$ cat config.mk
export PLATFORM = sky130hd
export DESIGN_NAME = rect_to_cyl_cordic_flat
export DESIGN_NICKNAME = d
export VERILOG_FILES = /design/src/rtl/rect_to_cyl_cordic_pkg.sv /design/src/rtl/rect_to_cyl_cordic_if.sv /design/src/rtl/rect_to_cyl_cordic_atan_rom.sv /design/src/rtl/rect_to_cyl_cordic.sv /design/src/flat_wrapper.sv
export SDC_FILE = /design/constraint.sdc
export NUM_CORES = 1
export LEC_CHECK = 0
export ABC_CLOCK_PERIOD_IN_PS = 8800
export CAP_MARGIN = 20
export CORE_MARGIN = 4
export CORE_UTILIZATION = 30
export DETAILED_ROUTE_END_ITERATION = 16
export PLACE_DENSITY = 0.49
export SLEW_MARGIN = 20
export SYNTH_ARGS = -nofsm -noshare
export SYNTH_HDL_FRONTEND = slang
export SYNTH_SLANG_ARGS = --single-unit
$ cat constraint.sdc
create_clock -name clk -period 8.8 [get_ports clk]
set_input_delay 2.64 -clock clk [delete_from_list [all_inputs] [get_ports clk]]
set_output_delay 2.64 -clock clk [all_outputs]
set_load 0.03 [all_outputs]
$ cat src/rtl/rect_to_cyl_cordic_pkg.sv
// Shared types, constants and the arctangent table generator for the
// rectangular-to-cylindrical CORDIC converter.
package rect_to_cyl_pkg;

    typedef enum logic [1:0] {
        IDLE  = 2'd0,
        ROT   = 2'd1,
        SCALE = 2'd2,
        DONE  = 2'd3
    } state_t;

    // 1/1.64676 in Q0.16: removes the CORDIC gain from the final x.
    localparam logic [15:0] K_INV = 16'd39797;

    // atan(2^-i) as a fraction of a full turn, rounded to 'width' bits.
    // Reference values are in units of 2^-32 turn; beyond i=9 atan(x)~x.
    function automatic logic [31:0] atan_lut(input int i, input int width);
        logic [31:0] v;
        logic [32:0] s;
        case (i)
            0: v = 32'd536870912;
            1: v = 32'd316933406;
            2: v = 32'd167458907;
            3: v = 32'd85004756;
            4: v = 32'd42667331;
            5: v = 32'd21354465;
            6: v = 32'd10679838;
            7: v = 32'd5340245;
            8: v = 32'd2670163;
            9: v = 32'd1335087;
            default: v = 32'd683565276 >> i;
        endcase
        s = {1'b0, v} + (33'd1 << (31 - width));
        return 32'(s >> (32 - width));
    endfunction

endpackage

$ cat src/rtl/rect_to_cyl_cordic_if.sv
// Sample-in / result-out handshake bundle for the CORDIC converter.
interface rect_to_cyl_cordic_if #(
    parameter int WIDTH   = 8,
    parameter int ANGLE_W = 8
);
    // Both sides use valid/ready: a transfer happens on a rising clock edge
    // where valid and ready are both high; valid may not depend on ready.
    logic                      in_valid;
    logic                      in_ready;
    logic signed [WIDTH-1:0]   x_in;
    logic signed [WIDTH-1:0]   y_in;
    logic        [WIDTH-1:0]   z_in;
    logic                      out_valid;
    logic                      out_ready;
    logic        [WIDTH-1:0]   r_out;
    logic        [ANGLE_W-1:0] theta_out;
    logic        [WIDTH-1:0]   z_out;

    modport master (
        output in_valid, x_in, y_in, z_in, out_ready,
        input  in_ready, out_valid, r_out, theta_out, z_out
    );

    modport slave (
        input  in_valid, x_in, y_in, z_in, out_ready,
        output in_ready, out_valid, r_out, theta_out, z_out
    );
endinterface

$ cat src/rtl/rect_to_cyl_cordic_atan_rom.sv
// Combinational arctangent table: micro-rotation index -> atan(2^-i) in
// binary-angle units of 2^AW per turn.
module cordic_atan_rom
    import rect_to_cyl_pkg::*;
#(
    parameter int AW   = 10,
    parameter int ITER = 8,
    parameter int IW   = 4
) (
    input  logic [IW-1:0] i_idx,
    output logic [AW-1:0] o_atan
);

    logic [AW-1:0] w_table [ITER];

    for (genvar k = 0; k < ITER; k++) begin : g_tab
        localparam logic [31:0] LV = atan_lut(k, AW);
        assign w_table[k] = LV[AW-1:0];
    end

    always_comb begin
        o_atan = '0;
        for (int k = 0; k < ITER; k++) begin
            if (int'(i_idx) == k) o_atan = w_table[k];
        end
    end

endmodule

$ cat src/rtl/rect_to_cyl_cordic.sv
// Iterative vectoring-mode CORDIC: (x,y,z) -> (r,theta,z), one
// micro-rotation per clock between an input and an output handshake.
module rect_to_cyl_cordic
    import rect_to_cyl_pkg::*;
#(
    parameter int WIDTH   = 8,
    parameter int ANGLE_W = 8,
    parameter int ITER    = 8
) (
    input  logic                 clk,
    input  logic                 rst,
    rect_to_cyl_cordic_if.slave  bus,
    output state_t               o_dbg_state
);

    // Fractional guard bits below the integer LSB keep shift truncation out
    // of the result; the two extra integer bits cover the CORDIC gain.
    localparam int FRAC = ITER + 4;
    localparam int XW   = WIDTH + 2 + FRAC;
    localparam int AWI  = ANGLE_W + 2;
    localparam int CW   = $clog2(ITER + 1);
    localparam int PW   = XW + 16;
    localparam int RW   = WIDTH + 2;
    localparam logic [AWI-1:0] HALF_TURN = {1'b1, {(AWI-1){1'b0}}};

    state_t                r_state;
    logic signed [XW-1:0]  r_x;
    logic signed [XW-1:0]  r_y;
    logic [AWI-1:0]        r_z_acc;
    logic [CW-1:0]         r_iter;
    logic [WIDTH-1:0]      r_zin;
    logic                  r_zero;
    logic                  r_in_ready;
    logic                  r_out_valid;
    logic [WIDTH-1:0]      r_r_out;
    logic [ANGLE_W-1:0]    r_theta_out;
    logic [WIDTH-1:0]      r_z_out;

    logic signed [XW-1:0]  w_x_ext;
    logic signed [XW-1:0]  w_y_ext;
    logic signed [XW-1:0]  w_x_sh;
    logic signed [XW-1:0]  w_y_sh;
    logic                  w_d;
    logic [AWI-1:0]        w_atan;
    logic [XW-1:0]         w_x_mag;
    logic [PW-1:0]         w_prod;
    logic [RW-1:0]         w_r_full;
    logic [WIDTH-1:0]      w_r_sat;
    logic [AWI-1:0]        w_theta_rnd;
    logic [ANGLE_W-1:0]    w_theta;
    logic                  w_accept;

    assign w_x_ext = {{2{bus.x_in[WIDTH-1]}}, bus.x_in, {FRAC{1'b0}}};
    assign w_y_ext = {{2{bus.y_in[WIDTH-1]}}, bus.y_in, {FRAC{1'b0}}};
    assign w_x_sh  = r_x >>> r_iter;
    assign w_y_sh  = r_y >>> r_iter;
    assign w_d     = ~r_y[XW-1];

    cordic_atan_rom #(
        .AW   (AWI),
        .ITER (ITER),
        .IW   (CW)
    ) u_atan_rom (
        .i_idx  (r_iter),
        .o_atan (w_atan)
    );

    // x stays non-negative after the fold; the clamp only guards the multiplier.
    assign w_x_mag     = r_x[XW-1] ? '0 : r_x;
    assign w_prod      = PW'(w_x_mag) * PW'(K_INV);
    assign w_r_full    = RW'(w_prod >> (16 + FRAC));
    assign w_r_sat     = (|w_r_full[RW-1:WIDTH]) ? '1 : w_r_full[WIDTH-1:0];
    assign w_theta_rnd = r_z_acc + AWI'(2);
    assign w_theta     = ANGLE_W'(w_theta_rnd >> 2);

    assign w_accept = bus.in_valid && r_in_ready;

    always_ff @(posedge clk or posedge rst) begin
        if (rst) begin
            r_state     <= IDLE;
            r_x         <= '0;
            r_y         <= '0;
            r_z_acc     <= '0;
            r_iter      <= '0;
            r_zin       <= '0;
            r_zero      <= 1'b0;
            r_in_ready  <= 1'b1;
            r_out_valid <= 1'b0;
            r_r_out     <= '0;
            r_theta_out <= '0;
            r_z_out     <= '0;
        end else begin
            case (r_state)
                IDLE: begin
                    if (w_accept) begin
                        // Fold the left half-plane onto the right so the
                        // rotations only have to cover +/-90 degrees.
                        if (bus.x_in[WIDTH-1]) begin
                            r_x     <= -w_x_ext;
                            r_y     <= -w_y_ext;
                            r_z_acc <= HALF_TURN;
                        end else begin
                            r_x     <= w_x_ext;
                            r_y     <= w_y_ext;
                            r_z_acc <= '0;
                        end
                        r_iter     <= '0;
                        r_zin      <= bus.z_in;
                        r_zero     <= (bus.x_in == '0) && (bus.y_in == '0);
                        r_in_ready <= 1'b0;
                        r_state    <= ROT;
                    end
                end
                ROT: begin
                    r_x     <= w_d ? r_x + w_y_sh : r_x - w_y_sh;
                    r_y     <= w_d ? r_y - w_x_sh : r_y + w_x_sh;
                    r_z_acc <= w_d ? r_z_acc + w_atan : r_z_acc - w_atan;
                    r_iter  <= r_iter + CW'(1);
                    if (r_iter == CW'(ITER - 1)) r_state <= SCALE;
                end
                SCALE: begin
                    r_r_out     <= r_zero ? '0 : w_r_sat;
                    r_theta_out <= r_zero ? '0 : w_theta;
                    r_z_out     <= r_zin;
                    r_out_valid <= 1'b1;
                    r_state     <= DONE;
                end
                DONE: begin
                    if (bus.out_ready) begin
                        r_out_valid <= 1'b0;
                        r_in_ready  <= 1'b1;
                        r_state     <= IDLE;
                    end
                end
                default: r_state <= IDLE;
            endcase
        end
    end

    assign bus.in_ready  = r_in_ready;
    assign bus.out_valid = r_out_valid;
    assign bus.r_out     = r_r_out;
    assign bus.theta_out = r_theta_out;
    assign bus.z_out     = r_z_out;
    assign o_dbg_state   = r_state;

endmodule

$ cat src/flat_wrapper.sv
// flat-port wrapper written by rule: the top's interface ports become plain ports
module rect_to_cyl_cordic_flat import rect_to_cyl_pkg::*;
#(
    parameter int WIDTH   = 8,
    parameter int ANGLE_W = 8,
    parameter int ITER    = 8
)
  (clk, rst, o_dbg_state, bus_in_valid, bus_x_in, bus_y_in, bus_z_in, bus_out_ready, bus_in_ready, bus_out_valid, bus_r_out, bus_theta_out, bus_z_out);
  rect_to_cyl_cordic_if #(.WIDTH(WIDTH), .ANGLE_W(ANGLE_W)) bus_i ();
  input  logic clk;
  input  logic rst;
  output state_t o_dbg_state;
  input wire logic [$bits(bus_i.in_valid)-1:0] bus_in_valid;
  input wire logic [$bits(bus_i.x_in)-1:0] bus_x_in;
  input wire logic [$bits(bus_i.y_in)-1:0] bus_y_in;
  input wire logic [$bits(bus_i.z_in)-1:0] bus_z_in;
  input wire logic [$bits(bus_i.out_ready)-1:0] bus_out_ready;
  output wire logic [$bits(bus_i.in_ready)-1:0] bus_in_ready;
  output wire logic [$bits(bus_i.out_valid)-1:0] bus_out_valid;
  output wire logic [$bits(bus_i.r_out)-1:0] bus_r_out;
  output wire logic [$bits(bus_i.theta_out)-1:0] bus_theta_out;
  output wire logic [$bits(bus_i.z_out)-1:0] bus_z_out;
  assign bus_i.in_valid = bus_in_valid;
  assign bus_i.x_in = bus_x_in;
  assign bus_i.y_in = bus_y_in;
  assign bus_i.z_in = bus_z_in;
  assign bus_i.out_ready = bus_out_ready;
  assign bus_in_ready = bus_i.in_ready;
  assign bus_out_valid = bus_i.out_valid;
  assign bus_r_out = bus_i.r_out;
  assign bus_theta_out = bus_i.theta_out;
  assign bus_z_out = bus_i.z_out;
  rect_to_cyl_cordic #(.WIDTH(WIDTH), .ANGLE_W(ANGLE_W), .ITER(ITER)) u_core (.clk(clk), .rst(rst), .bus(bus_i), .o_dbg_state(o_dbg_state));
endmodule
==> impl_results.md <==
- Clock sink count: 95
- Fin cells: about 2600
- R2R Path End: u_core.bus.r_out[5]
- Period utilization: roughly four fifths
- Register area share after synthesis: around 15%
- Arrival time worst endpoint: about 7.4 ns
- Global-route wire length before repair: around 75 mm
- Fin. max-slew vios: 0
- Hold WS: roughly 0.5 ns
- Worst setup EP type: register
- Post-CTS Setup Bufs: 0
- Clock tree buffer depth: 2
- DIE WIDTH: around 240 um
- Synth warnings: 0
- Hpwl dp: roughly 36 mm
- Final Hold Fails: 0
- Net count after synthesis: 2224
- Area grow syn2layout: 8.908%
- CORE AREA: between 50000 and 60000 sq um
- Post-synth top cells: 256 x inv_1, 194 x ha_1, 140 x nand2_1
- CTS tree: built
- Worst skew pair latency: ~0.38 ns
- Post-Route WL: ~46 mm
- PortBufs: 55
- Initial antenna violation count: 1
- Reg2reg path depth: 22
- Status: complete, no violations
- Worst Path Max Fanout: 32
- Vias in the first global route: 13460
- RSZ-0062 raised after global routing: false
- Critical path startpoint category: register
- Max transition margin: approximately a third
- Number of vias per cell: about 5.1
- Die area: 57960 sq um
- H-Tree Depth: 3
- Final Net Count: ~2200
- Wire per inst: between 15 and 20 um
- Residual DRC: 0
- Number of flops mapped to enable cells by yosys: 0
- Worst Tran Pin Value: 1.005 ns
- Resize count post-CTS: 0
- Layout cells sized above 1: 7.292%
- Crit path from: u_core.r_x[21]
- Avg Synthesized Cell Area: approximately 8.7 sq um
- Area share of the largest cell type after synthesis: between 15 and 20%
- Worst r2r src: u_core.r_x[21]
- Fillers: between 5000 and 6000
- Final number of setup-violating endpoints: 0
- WP data required: approximately 9.1 ns
- Placed cell count: approximately 2500
- FF/Latch Area: around 2400 sq um
- Reg clk slew, reported paths: 0.09 ns
- Worst Setup EP: u_core.bus.r_out[5]
- Asr flop ratio synth: 100.0%
- Top_reg_cell synth: dfrtp_1
- Max-capacitance violation count: 0
- Mapped Area: approximately 16000 sq um
- Most frequent cell after synthesis: inv_1
- Hold_buf cts: 0
- Violation count after the first detailed-route iteration: 720
- Chip height: 240.7 um
- Antenna-violating nets left: 0
- Via count: between 10000 and 15000
- Hold crit path type: register to register
- Critical path type: register to register
- Std-Cell Rows: 85
- Setup TNS: 0 ns
- Detailed Routing Iterations Pass 1: 5
- Final Skew: around 0.025 ns
- Antenna Cells: 0
- Post-Syn Instances: about 1900
- Largest area contributor in the netlist: fa_1
- Distinct cells, synth: 82
- Area of the multi-input gates: 12500 sq um
- Total GRT Usage: 16.07%
- Clk root buf: clkbuf_16
- Gr ovfl total: 0
- Largest net degree at the start of global routing: 70
- Initial Utilization: approximately 30%
- Largest cells by area after synthesis: fa_1 16%, ha_1 15%, dfrtp_1 14%
- Tmin final: ~7 ns
- Placer Congestion: roughly 0.90
- Yosys reg bits: between 90 and 100
- Ports: 56
- Num CTS Buffers: 9
- R2R setup slack: between 1.5 and 2 ns
- Max Clock Freq: 140.4 MHz
-- metrics by stage --
step	utilization (%)	cell area (sq um)	setup WS, ns
detailed placement	32.37	17380	1.739
floorplan	-	16250	2.440
finish	32.95	17700	1.678
global route	32.95	17700	1.242
global placement	32.37	17380	1.842
CTS	32.95	17700	1.676
-- flip-flops by register name, summed over array words and instances, names as in the netlist --
register and flops:
u_core.r_y 22, u_core.bus.r_out 8, u_core.r_x 22, u_core.bus.out_valid 1
u_core.r_zin 8, u_core.r_z_acc 10, u_core.r_zero 1, u_core.bus.theta_out 8
u_core.bus.z_out 8, u_core.r_iter 4, u_core.o_dbg_state 2, u_core.bus.in_ready 1
-- cells by family (layout without fill, tap and decap cells) --
| kind of cell | count (synthesis) | in the layout | share of synthesized area, % |
|---|---|---|---|
| compound gates | 429 | 429 | 16.52 |
| xor+xnor | 122 | 122 | 6.575 |
| fa+ha+maj | 324 | 324 | 30.89 |
| buf+inv | 352 | 344 | 8.539 |
| flops | 95 | 95 | 14.64 |
| mux | 114 | 114 | 9.809 |
| simple gates | 437 | 437 | 13.03 |
-- placed cells by master (no fill, tap or decap), types with 29 or more instances in the layout --
cell,n
mux2i_1,31
dfrtp_1,92
xor2_1,46
mux4_2,29
fa_1,129
a21oi_1,112
inv_1,255
ha_1,194
o21ai_0,107
nor2b_1,35
xnor2_1,76
nor2_1,108
mux2_2,47
a21o_1,33
nand2_1,140
clkdlybuf4s50_1,55
-- worst min-delay path by stage --
stage,startpoint,end,cells after the start,slack [ns]
3_3_place_gp,u_core.r_z_acc[0],u_core.r_z_acc[0],2,0.46
2_1_floorplan,u_core.r_z_acc[0],u_core.r_z_acc[0],2,0.45
6_report,u_core.r_z_acc[0],u_core.r_z_acc[0],2,0.50
4_1_cts,u_core.r_z_acc[0],u_core.r_z_acc[0],2,0.50
5_1_grt,u_core.bus.z_out[6],u_core.bus.z_out[6],1,0.52
3_5_place_dp,u_core.r_z_acc[0],u_core.r_z_acc[0],2,0.47
-- layout make-up --
| type | instances | share of cell area (%) |
|---|---|---|
| repair buffers | 69 | 3.704 |
| clock inverters | 6 | 0.4242 |
| multi-input cells | 1426 | 70.63 |
| clock buffers | 10 | 1.350 |
| well taps | 696 | 4.920 |
| flip-flops and latches | 95 | 13.47 |
| inverters | 259 | 5.507 |
-- critical path, cell delays in order, from the launching register on --
cell and delay, ns:
dfrtp_1 0.57, buf_4 0.33, nor2b_1 0.64, inv_1 0.35, fa_1 0.58, inv_1 0.04, ha_1 0.30, fa_1 0.50
fa_1 0.49, inv_1 0.05, fa_1 0.52, inv_1 0.05, ha_1 0.29, ha_1 0.34, and4_1 0.25, nand4_1 0.19
nor3_1 0.25, o31ai_1 0.15, a21boi_0 0.39, o21ai_0 0.22, and3_1 0.23, o21ba_2 0.19, o22ai_1 0.10
-- routing by layer --
layer / part of all wire (%) / GRT usage [%] / up-vias
li1: - / - / 6411
met4: 2.1 / 4.034 / 2
met3: 2.9 / 1.943 / 54
met2: 47 / 26.28 / 236
met1: 48 / 22.75 / 6411
met5: 0.028 / 0 / -
Power is not shown: default switching activity piles up to over one toggle a cycle in this logic, so the estimate is an artifact.
